**config.mk**
```make
export PLATFORM = sky130hd
export DESIGN_NAME = instr_mem_loader
export DESIGN_NICKNAME = d
export VERILOG_FILES = /design/src/rtl/instr_mem_loader.sv
export SDC_FILE = /design/constraint.sdc
export NUM_CORES = 1
export LEC_CHECK = 0
export BUFFER_PORTS_ARGS = -buffer_cell sky130_fd_sc_hd__buf_2
export CORE_ASPECT_RATIO = 1.25
export CORE_UTILIZATION = 51
export CTS_BUF_LIST = sky130_fd_sc_hd__clkbuf_4 sky130_fd_sc_hd__clkbuf_8
export CTS_CLUSTER_DIAMETER = 30
export DETAILED_ROUTE_END_ITERATION = 10
export GPL_TIMING_DRIVEN = 0
export PLACE_DENSITY = 0.78
export SLEW_MARGIN = 20
export SYNTH_ARGS = -nofsm -noshare
export SYNTH_HDL_FRONTEND = slang
export SYNTH_SLANG_ARGS = --single-unit
export TNS_END_PERCENT = 10
```
**constraint.sdc**
```tcl
create_clock -name clk -period 3.7 [get_ports clk]
set_input_delay 0.555 -clock clk [delete_from_list [all_inputs] [get_ports clk]]
set_output_delay 0.555 -clock clk [all_outputs]
set_load 0.01 [all_outputs]
```
**src/rtl/instr_mem_loader.sv**
```systemverilog
// Byte-stream loader for the big-endian instruction store: packs bytes into 32-bit words.
// Latency: a byte transfer reaches the word write strobe one cycle later.
// Backpressure: byte_ready is high for the whole LOAD state, so a continuous stream never stalls.
//
// Ports:
//   clk, rst           system clock (rising edge) and asynchronous active-high reset
//   start              one-cycle pulse that opens a load session at address 0
//   byte_valid/ready   byte handshake; byte_data in ascending address order;
//                      byte_last marks the final byte of the image
//   wr_en/addr/data    one-cycle word write into the instruction store
//                      (lowest address in the MSB lane)
//   cpu_hold           processor stall request while the image is being loaded
//   done               session finished
//   error              sticky flag: the image was larger than MEM_BYTES
//   byte_count         number of bytes stored in this session
module instr_mem_loader #(
  parameter int MEM_BYTES = 1024,
  parameter int ADDR_W    = 32
) (
  input  logic              clk,
  input  logic              rst,
  input  logic              start,
  input  logic              byte_valid,
  input  logic [7:0]        byte_data,
  input  logic              byte_last,
  output logic              byte_ready,
  output logic              wr_en,
  output logic [ADDR_W-1:0] wr_addr,
  output logic [31:0]       wr_data,
  output logic              cpu_hold,
  output logic              done,
  output logic              error,
  output logic [ADDR_W-1:0] byte_count
);

  typedef enum logic [1:0] {IDLE, LOAD, DONE} state_t;

  localparam logic [ADDR_W-1:0] LIMIT = ADDR_W'(MEM_BYTES);

  state_t            state;
  state_t            state_nxt;
  logic [ADDR_W-1:0] byte_ptr;
  logic [31:0]       asm_word;
  logic              xfer;
  logic              room;
  logic [31:0]       merged;

  assign xfer = byte_valid && (state == LOAD);
  assign room = byte_ptr < LIMIT;

  // Lane 0 (lowest address) lands in bits [31:24]: shift by (3 - lane) * 8.
  assign merged = asm_word | ({24'd0, byte_data} << {~byte_ptr[1:0], 3'b000});

  always_comb begin
    state_nxt = state;
    case (state)
      IDLE:    if (start) state_nxt = LOAD;
      LOAD:    if (xfer && byte_last) state_nxt = DONE;
      DONE:    if (start) state_nxt = LOAD;
      default: state_nxt = IDLE;
    endcase
  end

  always_ff @(posedge clk or posedge rst) begin
    if (rst) state <= IDLE;
    else     state <= state_nxt;
  end

  // The stall is released once the flush write of the final word has gone out.
  assign byte_ready = (state == LOAD);
  assign done       = (state == DONE);
  assign cpu_hold   = (state == LOAD) || ((state == DONE) && wr_en);
  assign byte_count = byte_ptr;  // pointer stops at LIMIT, so the count saturates with it

  always_ff @(posedge clk or posedge rst) begin
    if (rst) begin
      byte_ptr <= '0;
      asm_word <= '0;
      wr_en    <= 1'b0;
      wr_addr  <= '0;
      wr_data  <= '0;
      error    <= 1'b0;
    end else begin
      wr_en <= 1'b0;
      if ((state != LOAD) && start) begin
        byte_ptr <= '0;
        asm_word <= '0;
        error    <= 1'b0;
      end else if (xfer) begin
        if (room) begin
          byte_ptr <= byte_ptr + ADDR_W'(1);
          if ((byte_ptr[1:0] == 2'd3) || byte_last) begin
            // Emit the word and clear the assembly register on the same edge,
            // so the next byte can be accepted without a bubble.
            wr_en    <= 1'b1;
            wr_addr  <= {byte_ptr[ADDR_W-1:2], 2'b00};
            wr_data  <= merged;
            asm_word <= '0;
          end else begin
            asm_word <= merged;
          end
        end else begin
          // Store is full: the byte is dropped. LIMIT is a multiple of 4, so no
          // partial word can be pending here.
          error <= 1'b1;
        end
      end
    end
  end

endmodule

```
==> results.toml <==
[outcome]
status = "finished clean"

[critical_path]
cp_top_family = "simple AND/OR/NAND/NOR gates"
worstSetupPathType = "reg -> reg"
critPathCaptureType = "flip-flop"
rr_endpoint = "asm_word[4]"
crit_path_start_kind = "flip-flop"
rr_startpoint = "byte_count[13]"
required_ps = 4030
rrSetupSlack_ps = 1190
crit_fanout = 10
cp_slowest_cell = "nor3_1"
crit_top_cell = "nor3_1"
slowest_delay_ps = 590
worstRegToRegCells = 5
worstPathCellList = "or4_4, nor3_1, clkbuf_1, a41oi_1, nor3_1"
crit_arrival_ps = 2840
path_buf_inv = 1

[timing]
period_needed_ps = 2510
setup_viol = 0
drv_slew = 0
hold_viol_final = 0
slew_headroom_pct = 46.4
tns_ps = 0
max_freq_mhz = 399
rsz0062_at_grt = "false"
fin_worst_skew_ps = 7.00
fin_crit_sh_pct = 67.8
tightest_slew_ps = 796

[synthesis]
synthMuxAreaShare_pct = 8.80
ys_warn_count = 0
avgSynthCellArea_um2 = 11.6
netlist-cell-type-count = 37
synth_fa_ha_area_share_pct = 0.234
synth-xor-area-share_pct = 0
syn_area_um2 = 5340
synth_compound_area_share_pct = 9.83
syn_inst = 462
ys_seq_area_share_pct = 60.9
synth_top_family_by_area = "simple AND/OR/NAND/NOR gates"
synthSimpleGateAreaFrac_pct = 13.8
ys_seq_elements = 130

[cts]
post_cts_buffers = 0
cts_hold_buf = 0
postCtsResizedCells = 0
cts_num_sinks = 130
numCtsBuffers = 17
cts-root-buf = "clkbuf_8"
cts_tree = "done"
insertion_delay_ps = 430
clockBufferDepth = 2
clk_pin_slew_worst_paths_ps = 70
cts_htree_levels = 4

[grt]
grt_pass1_wl_mm = 19.6
grt_start_max_net_pins = 36
grtUsageTotal_pct = 23.8
antenna_found_initial = 0
grt_overflow = 0
grt_pass1_vias = 3926

[pwr]
p_comb_share_pct = 24.5
internal_power_w = 0.00281
p_leak_nw = 3.36
clockPowerShare_pct = 32.5
p_per_area_nw_per_um2 = 625
p_seq_share_pct = 42.9
peakVddDrop_mv = 0.316
p_switching_w = 0.00129
p_total_w = 0.00411
swShare_pct = 31.5

[worst_hold_path]
hold_path_class = "in -> async"

[floorplan]
row_count = 41
pin_count = 114
die_x_um = 93.6
dieArea_um2 = 10900
die_h_um = 116
start_util_pct = 52.6
core_area_um2 = 10200

[layout]
nets = 603
area.growth.synth_to_final_pct = 22.9
fillers = 861
n_antenna_cell = 0
multi_input_area_um2 = 1750
final_layout_size_suffix_gt1_share_pct = 27.1
final-seq-area_um2 = 3250

[drt]
drcViolationCount = 0
drt_pass1_iterations = 4
wl_per_cell_um = 16.3
wirelength_mm = 11.9
ant_nets = 0
detail_route.iter0.violations = 235
vias = 3974
viasPerCell = 5.44

[placed_design]
portBuffers = 103
place.gp.congestion = 0.794
dp_hpwl_mm = 8.30

[job]
max-cap-violations = 0
## worst register-to-register path, cell delays in order, from the launching register on
cell      delay, ps
dfrtp_1         400
or4_4           580
nor3_1          590
clkbuf_1        450
a41oi_1         180
nor3_1          210
## kinds of logic (layout without fill, tap and decap cells)
kind of cell / Yosys count / after routing
flip-flops: 130 / 130
AND/OR/NAND/NOR: 128 / 128
AO/OA/AOI/OAI: 78 / 78
buffers and inverters: 78 / 217
multiplexers: 46 / 46
adder cells (fa/ha/maj): 1 / 1
other: 1 / 2
## routing by layer
layer	track usage (%)	vias up	wire [um]
li1	-	1853	-
met1	30.7	1983	5160
met2	38.6	124	5930
met3	6.64	14	608
met4	8.72	0	199
met5	0	-	0
## per-stage QoR
stage / instance area (um^2) / setup WS [ps] / hold slack [ps] / cells / utilization [%]
6_report: 6570 / 1190 / 138 / 731 / 64.7
2_1_floorplan: 5350 / 1400 / 510 / 463 / -
4_1_cts: 6570 / 1180 / 119 / 731 / 64.7
3_5_place_dp: 6120 / 1200 / 480 / 699 / 60.3
3_3_place_gp: 6030 / 834 / 472 / 695 / 59.3
5_1_grt: 6570 / 1020 / 140 / 731 / 64.7
## worst max path at each step
stage | from | endpoint | slack, ps | cells past startpoint
global route | byte_count[13] | asm_word[14] | 1020 | 5
floorplan | byte_count[13] | wr_addr[2] | 1400 | 6
global placement | rst | wr_addr[15] | 830 | 2
detailed placement | byte_count[13] | wr_addr[2] | 1200 | 6
CTS | byte_count[13] | wr_addr[3] | 1180 | 6
finish | byte_count[13] | asm_word[4] | 1190 | 5
## area by class of cell
| cell class | count | share of cell area [%] |
|---|---|---|
| sequential | 130 | 49.5 |
| multi-input combinational | 255 | 26.7 |
| timing repair buffer | 107 | 9.30 |
| clock buffer | 22 | 4.42 |
| buffer | 42 | 3.16 |
| tap | 129 | 2.46 |
| clock inverter | 10 | 2.36 |
| inverter | 36 | 2.11 |
## placed cells by master (no fill, tap or decap), drive strengths merged
master,count
nand2,13
nand3b,2
nor2b,25
a21bo,1
buf,118
clkinvlp,3
or4,2
clkbuf,53
a21oi,38
o31ai,1
inv,35
conb,2
bufinv,4
ha,1
nor3,34
and2,22
and4,2
nor2,4
mux2i,38
nand3,6
mux2,8
nand4,3
o21a,1
and3,2
or2,1
a41oi,32
a32o,1
nand2b,3
nor4,6
o21ai,4
clkinv,4
or3,2
dfrtp,130
nand4b,1
## power groups by stage
stage	Sequential, W	Combinational (W)	Clock [W]
4_1_cts	0.00176	0.00101	0.00136
5_1_grt	0.00179	0.00114	0.00143
2_1_floorplan	0.00183	0.000611	0
6_report	0.00176	0.00101	0.00133
3_3_place_gp	0.00178	0.000964	0
3_5_place_dp	0.00179	0.00101	0
## synth_stat cells
cell type / count / area [um^2]
a21bo_2: 1 / 10.0
a21oi_1: 38 / 190
a32o_1: 1 / 10.0
a41oi_1: 32 / 280
and2_0: 1 / 6.26
and2_1: 21 / 131
and3_1: 2 / 12.5
and4_1: 2 / 17.5
buf_2: 4 / 20.0
buf_4: 4 / 30.0
buf_6: 1 / 11.3
buf_8: 2 / 30.0
clkbuf_1: 31 / 116
conb_1: 1 / 3.75
dfrtp_1: 130 / 3250
ha_1: 1 / 12.5
inv_1: 36 / 135
mux2_2: 8 / 90.1
mux2i_1: 38 / 380
nand2_1: 13 / 48.8
nand2b_1: 3 / 18.8
nand3_1: 6 / 30.0
nand3b_1: 2 / 15.0
nand4_1: 3 / 18.8
nand4b_1: 1 / 8.76
nor2_1: 4 / 15.0
nor2b_1: 25 / 156
nor3_1: 33 / 165
nor3_4: 1 / 16.3
nor4_1: 6 / 37.5
o21a_1: 1 / 7.51
o21ai_0: 4 / 20.0
o31ai_1: 1 / 7.51
or2_2: 1 / 6.26
or3_1: 2 / 12.5
or4_1: 1 / 7.51
or4_4: 1 / 11.3
## flip-flops by register name, indices dropped and copies added, names as in the netlist
signal and cells:
wr_data 32, byte_count 32, wr_addr 30, error 1
asm_word 32, state 2, wr_en 1
Note: power is estimated with default switching activity, not from simulation.
